$ cat config.mk
export PLATFORM = sky130hd
export DESIGN_NAME = hex_scan_ctrl
export DESIGN_NICKNAME = d
export VERILOG_FILES = /design/src/rtl/hex_scan_ctrl.sv
export SDC_FILE = /design/constraint.sdc
export NUM_CORES = 1
export LEC_CHECK = 0
export ABC_AREA = 1
export ABC_CLOCK_PERIOD_IN_PS = 1500
export CAP_MARGIN = 20
export CORE_UTILIZATION = 45
export DETAILED_ROUTE_END_ITERATION = 6
export PLACE_DENSITY_LB_ADDON = 0.08
export RECOVER_POWER = 100
export SYNTH_ARGS = -nofsm -noshare
export SYNTH_HDL_FRONTEND = slang
export SYNTH_SLANG_ARGS = --single-unit
$ cat constraint.sdc
create_clock -name clk -period 1.5 [get_ports clk]
set_input_delay 0.45 -clock clk [delete_from_list [all_inputs] [get_ports clk]]
set_output_delay 0.45 -clock clk [all_outputs]
set_load 0.02 [all_outputs]
$ cat src/rtl/hex_scan_ctrl.sv
// hex_scan_ctrl
//   Time-multiplexed scan controller for a common-anode seven-segment display.
//   It steps through NDIGITS digit slots of DIV cycles each and presents one
//   nibble per slot to a downstream hex-to-segment decoder. The last GUARD
//   cycles of every slot keep all anodes off so the previous digit does not
//   ghost onto the next one. A captured value only becomes visible at a frame
//   boundary, so a frame is never shown half old and half new. Optional
//   leading-zero blanking darkens the unused upper digits.
//
// Ports
//   clk         rising-edge clock
//   reset       synchronous, active-high; clears all state
//   enable      0 keeps the display dark, but scanning continues
//   lzb_en      enables leading-zero blanking
//   load        one-cycle strobe that captures value into the shadow register
//   value       4*NDIGITS-bit display value; digit i is value[4i+3:4i]
//   hex         nibble for the current digit (valid even while dark)
//   blank       1 forces all segments off
//   an          active-low one-hot digit enable
//   frame_tick  one-cycle pulse when the digit-0 slot of a new frame starts
module hex_scan_ctrl #(
  parameter int unsigned NDIGITS = 4,
  parameter int unsigned DIV     = 50000,
  parameter int unsigned GUARD   = 2
) (
  input  logic                   clk,
  input  logic                   reset,
  input  logic                   enable,
  input  logic                   lzb_en,
  input  logic                   load,
  input  logic [4*NDIGITS-1:0]   value,
  output logic [3:0]             hex,
  output logic                   blank,
  output logic [NDIGITS-1:0]     an,
  output logic                   frame_tick
);

  localparam int unsigned CW = (DIV > 1) ? $clog2(DIV) : 1;
  localparam int unsigned DW = (NDIGITS > 1) ? $clog2(NDIGITS) : 1;

  localparam logic [CW-1:0] CNT_LAST    = CW'(DIV - 1);
  localparam logic [DW-1:0] DIG_LAST    = DW'(NDIGITS - 1);
  // One extra bit so DIV itself (GUARD = 0) is representable; the compare
  // against it then never fires.
  localparam logic [CW:0]   GUARD_START = (CW + 1)'(DIV - GUARD);

  // S_ARM is the single cycle after reset release: counters hold at zero and
  // the outputs keep their reset values, so digit 0 appears on the second edge.
  typedef enum logic {
    S_ARM  = 1'b0,
    S_SCAN = 1'b1
  } state_e;

  state_e                  state_q;
  logic [CW-1:0]           cnt_q;
  logic [DW-1:0]           dig_q;
  logic [4*NDIGITS-1:0]    shadow_q;
  logic [4*NDIGITS-1:0]    disp_q;
  logic                    pending_q;
  logic                    first_frame_q;

  logic [3:0]              hex_q;
  logic                    blank_q;
  logic [NDIGITS-1:0]      an_q;
  logic                    frame_tick_q;

  logic [3:0]              hex_d;
  logic                    blank_d;
  logic [NDIGITS-1:0]      an_d;
  logic                    frame_tick_d;

  logic                    slot_end;
  logic                    frame_end;
  logic                    in_guard;
  logic                    lz_blank;
  logic                    lit;

  assign hex        = hex_q;
  assign blank      = blank_q;
  assign an         = an_q;
  assign frame_tick = frame_tick_q;

  always_comb begin
    slot_end  = (cnt_q == CNT_LAST);
    frame_end = slot_end && (dig_q == DIG_LAST);
    in_guard  = ({1'b0, cnt_q} >= GUARD_START);

    hex_d    = '0;
    lz_blank = 1'b0;
    for (int unsigned i = 0; i < NDIGITS; i++) begin
      if (dig_q == DW'(i)) begin
        hex_d = disp_q[4*i +: 4];
        // Digit i is a leading zero when it and every digit above it are zero;
        // digit 0 is excluded so an all-zero value still shows one "0".
        if ((i != 0) && ((disp_q >> (4*i)) == '0)) begin
          lz_blank = lzb_en;
        end
      end
    end

    lit     = enable && !in_guard && !lz_blank;
    blank_d = !lit;
    an_d    = '1;
    for (int unsigned i = 0; i < NDIGITS; i++) begin
      if (lit && (dig_q == DW'(i))) begin
        an_d[i] = 1'b0;
      end
    end

    frame_tick_d = (cnt_q == '0) && (dig_q == '0) && !first_frame_q;
  end

  always_ff @(posedge clk) begin
    if (reset) begin
      state_q       <= S_ARM;
      cnt_q         <= '0;
      dig_q         <= '0;
      shadow_q      <= '0;
      disp_q        <= '0;
      pending_q     <= 1'b0;
      first_frame_q <= 1'b1;
      hex_q         <= '0;
      blank_q       <= 1'b1;
      an_q          <= '1;
      frame_tick_q  <= 1'b0;
    end else begin
      case (state_q)
        S_ARM: begin
          state_q      <= S_SCAN;
          hex_q        <= '0;
          blank_q      <= 1'b1;
          an_q         <= '1;
          frame_tick_q <= 1'b0;
        end
        default: begin
          hex_q        <= hex_d;
          blank_q      <= blank_d;
          an_q         <= an_d;
          frame_tick_q <= frame_tick_d;

          cnt_q <= slot_end ? '0 : cnt_q + 1'b1;
          if (slot_end) begin
            dig_q <= (dig_q == DIG_LAST) ? '0 : dig_q + 1'b1;
          end
          if (frame_end) begin
            first_frame_q <= 1'b0;
            if (pending_q) begin
              disp_q    <= shadow_q;
              pending_q <= 1'b0;
            end
          end
        end
      endcase

      // Placed last so a load on the boundary cycle keeps pending set while
      // disp takes the previous shadow contents above.
      if (load) begin
        shadow_q  <= value;
        pending_q <= 1'b1;
      end
    end
  end

endmodule
---- Word level (Yosys, flattened, before mapping) ----
Cells that the tools add are included.
storage, ports and cells
  register bits ........................... 63
  logic and storage cells ................. 64
  input port bits ......................... 21
operators by class
  multiplexer cells ....................... 20
  add/sub/neg operators ................... 2
  reductions and logical operators ........ 25
  bitwise operators ....................... 1
  eq/ne operators ......................... 4
  order comparisons ....................... 1
operators with widths
  kind                                                  number
  logical NOT 16 bit                                    4
  adder 16 x 1 -> 16 bit (second input constant)        1
  equality test 16 bit (second input constant)          1
  >= comparator 16 bit (second input constant)          1
  two-way mux 16 bit                                    1
  two-way mux 4 bit                                     4
  two-way mux 1 bit                                     14
  logical AND 1 bit                                     9
  AND reduction 2 bit                                   3
  equality test 2 bit (second input constant)           2
  logical NOT 1 bit                                     4
  nonzero test 2 bit                                    2
  AND reduction 3 bit                                   1
  adder 2 x 1 -> 2 bit (second input constant)          1
  equality test 2 x 1 -> 1 bit (second input constant)  1
  logical NOT 2 bit                                     1
  two-way mux 2 bit                                     1
  OR reduction 2 bit                                    1
  inverter 1 bit                                        1

---- Longest topological paths before layout ----
Gate-level depths: netlist of the first run.
  depth in word-level cells ............... 11
  gate-level depth with buffers ........... 9
  depth with buffers taken out ............ 9

---- Worst setup path before layout of the first run ----
No wires, ideal clock.
  path type ............................... flip-flop to flip-flop
  start point ............................. reg cnt_q[1]
  end point ............................... reg cnt_q[14]
  slack ................................... 0.105 ns
  setup time .............................. 0.118 ns
  stages on the path, launching flop included .. 9
  path buffers ............................ 0
  data arrival time ....................... 1.277 ns
  path through ............................ dfxtp_1 ha_1 nand2_2 nor2_4 nand2_1 nand2_2 inv_1 nand2_1 nor2_1
on the way
  cells in the longest elaborated chain, start to end .. 2
  elaborated cells between the ends (all ways) .. 3
  those cells by class .................... add/sub (1); eq/ne (1); mux (1)
ends and longest elaborated chain
  element                                                         line     source
  start, declared                                                 55       logic [CW-1:0] cnt_q;
  start signal, assigned                                          141      cnt_q <= slot_end ? '0 : cnt_q + 1'b1;
  adder 16 x 1 -> 16 bit or equality test 16 bit (tied branches)  141, 84
  two-way mux 16 bit (*)                                          141
Every way passes the cells marked *; elsewhere a longest branch is shown, timed or not.
A chain may end at the register's enable or synchronous reset.

---- Final worst setup path of the first run ----
  start point ............................. reg cnt_q[6]
  end point ............................... reg disp_q[4]
on the way
  cells in the longest elaborated chain, start to end .. 3
ends and longest elaborated chain
  element                               line  source
  equality test 16 bit                  84    slot_end = (cnt_q == CNT_LAST);
  logical AND 1 bit                     85    frame_end = slot_end && (dig_q == DIG_LAST);
  AND reduction 3 bit (no source line)  -
  end signal, assigned                  148   disp_q <= shadow_q;
  end, declared                         58    logic [4*NDIGITS-1:0] disp_q;
Every way passes these cells.

==> results of run 1 <==
==> repair_timing <==
action,in CTS,in global routing
resized for setup,10,35
cloned,0,2
buffers inserted,1,5
endpoints found under the hold margin,0,0
endpoints found under the setup margin,11,35
pin swaps,1,10
==> per-stage QoR <==
stage	hold WS (ns)	TNS, ns	cell area, µm²	worst slack (ns)	total power (µW)
floorplan	0.420	0	2790	0.105	1860
global placement	0.457	-4.32	3340	-0.146	1980
detailed placement	0.460	-4.75	3340	-0.191	1980
CTS	0.471	0	3570	0.0276	3750
global route	0.490	-0.254	3750	-0.0332	3840
finish	0.469	0	3750	0.0351	3700
==> layout by cell type (no fill, tap or decap), types with 9 or more instances in the layout <==
| cell type | Yosys | routed |
|---|---|---|
| o21ai_0 | 25 | 24 |
| nor3_1 | 12 | 12 |
| clkbuf_8 | 0 | 9 |
| dfxtp_1 | 63 | 54 |
| a21oi_1 | 18 | 18 |
| dlygate4sd2_1 | 0 | 10 |
| nand3_1 | 23 | 22 |
| nor2_1 | 87 | 83 |
| inv_1 | 38 | 36 |
| nand2_1 | 73 | 65 |
| clkdlybuf4s50_1 | 0 | 20 |
| buf_4 | 0 | 30 |
==> area by class of cell <==
class / count / share of cell area (%)
clock buffer: 10 / 3.40
clock inverter: 6 / 2.90
inverter: 43 / 4.33
multi-input combinational: 274 / 36.8
sequential: 63 / 34.0
tap: 75 / 2.50
timing repair buffer: 64 / 16.1
==> routing by layer <==
layer  track usage (%)  vias to the layer above  share of wire [%]
li1                  -                     1373                  -
met1              25.9                     1153                 45
met2              36.7                       50                 50
met3              4.09                       13                3.2
met4              10.0                        0                1.7
met5                 0                        -                  0
==> cells by family after synthesis <==
family          share of synthesized area, %
simple gates                            34.1
buf+inv                                 7.95
xor+xnor                               0.944
flops                                   45.3
compound gates                          8.58
fa+ha+maj                               3.14
==> registers in the layout (all words and copies together), names as in the netlist <==
name and count:
cnt_q 16, disp_q 16, shadow_q 16, an 4, hex 4, dig_q 2, blank 1, first_frame_q 1
frame_tick 1, pending_q 1, state_q 1
==> report_power, final <==
part	switching, µW	internal, µW	total [µW]	leakage, µW
Clock	652	1100	1750	0.000120
Sequential	24.1	1710	1740	0.000518
Combinational	102	112	214	0.00109
Total	778	2920	3700	0.00172
==> worst min-delay path: cells and delay by family, from the launching register on <==
family        cells  cell delay (ns)
flops             1             0.33
simple gates      2             0.11
==> final timing paths <==
check	startpoint	end	depth (start not counted)
min reg2reg	shadow_q[7]	disp_q[7]	2
max reg2reg	cnt_q[6]	disp_q[4]	8
min	shadow_q[7]	disp_q[7]	2
max	cnt_q[6]	disp_q[4]	8
==> qor.yml, run 1 <==
status:
  status: "finished clean"
job:
  drv_cap: 0
layout:
  nFillCells: 553
  design.final.nets: 483
  register_area_um2: 1280
  final_util_pct: 63.0
  syn_to_final_growth_pct: 34.8
  multiInputGateArea_um2: 1380
  fin_cells: 535
  drive_gt1_share_pct: 19.3
  diodes: 0
die:
  pin_count: 31
  coreArea_um2: 5960
  start_util_pct: 46.8
  dieArea_um2: 6510
  die_w_um: 80.7
  rows: 28
  fp.dieH_um: 80.7
setup_path:
  cp_max_fo: 16
  cp-start-kind: "flop"
  crit_slowest_cell: "dfxtp_2"
  cp.required_ns: 1.72
  crit_family: "simple AND/OR/NAND/NOR gates"
  worst-setup-path-type: "reg2reg"
  end_kind: "flop"
  critPathBufInv: 2
  worstPathArrival_ns: 1.69
  crit_chain: "inv_2 > nor2_4 > nand3_2 > nor2_4 > nand4_4 > clkbuf_16 > nor2_1 > nor2_1"
  rrSetupSlack_ns: 0.04
  max_stage_delay_ns: 0.35
synth:
  synth_nets: 418
  synth_commonest_cells: "87 x nor2_1, 73 x nand2_1, 63 x dfxtp_1"
  ys_types: 29
  ys_ff_latch: 63
  synth_area_per_cell_um2: 7.14
  synthFlopType: "dfxtp_1"
  synth-async-reset-ratio_pct: 0
  synth_top_area_share_pct: 45.3
  yosysSeqAreaShare_pct: 45.3
  synth_edf_count: 0
  netlist.top_cell.by_area: "dfxtp_1"
  yosys_warnings: 0
  synth.most_common_cell: "nor2_1"
  synthTopCellsByArea: "dfxtp_1 45%, nor2_1 12%, nand2_1 9.8%"
  syn_area_um2: 2790
  synthCells: 390
clock_network:
  clkTransAtPathRegs_ns: 0.07
  cts_tree: "built"
  cts_max_level: 3
  cts_made_buffers: 9
  ctsHoldBuffers: 0
  clkLatencyLatePin_ns: 0.33
  root_buffer: "clkbuf_8"
  clock-sinks: 63
  cts_buffer_depth: 2
hold_path:
  min-delay-path-class: "reg2reg"
route:
  drc_errors: 0
  first_pass_iters: 4
  via_count: 2589
  ant_nets: 0
  dr.first_iter.drc_count: 128
  routed_wl_mm: 6.46
  wl_per_cell_um: 12.1
  vias_per_cell: 4.84
timing:
  min_period_ns: 1.46
  fin_crit_sh_pct: 97.7
  slew_headroom_pct: 78.9
  finalClockSkew_ns: 0.00586
  setup_viol: 0
  max_freq_mhz: 683
  final_hold_viol_count: 0
  grt_setup_unrepaired: "true"
  worst_pin_slew_ns: 0.314
  drv_slew: 0
global_routing:
  grtUsageTotal_pct: 21.5
  grt_pass1_vias: 2461
  grt-ovfl-total: 0
  grt_pass1_wl_mm: 10.8
  grt_max_degree: 35
  antenna_found_initial: 0
place:
  portBuffers: 30
  gp_congestion: 0.828
  hpwl_mm: 4.48
  dp.cells: 511
power:
  peakVddDrop_mv: 0.644
  p_leak_uw: 0.00172
  cellPowerDensity_nw_per_um2: 986
Note: power is estimated with default switching activity, not from simulation.
==> inputs of run 2 (changes only) <==
--- a/config.mk
+++ b/config.mk
@@ -12,6 +12,7 @@
 export DETAILED_ROUTE_END_ITERATION = 6
 export PLACE_DENSITY_LB_ADDON = 0.08
 export RECOVER_POWER = 100
+export SLEW_MARGIN = 40
 export SYNTH_ARGS = -nofsm -noshare
 export SYNTH_HDL_FRONTEND = slang
 export SYNTH_SLANG_ARGS = --single-unit
==> results of run 2 <==
The final DEF is identical to that of run 1; final timing and power are the same.
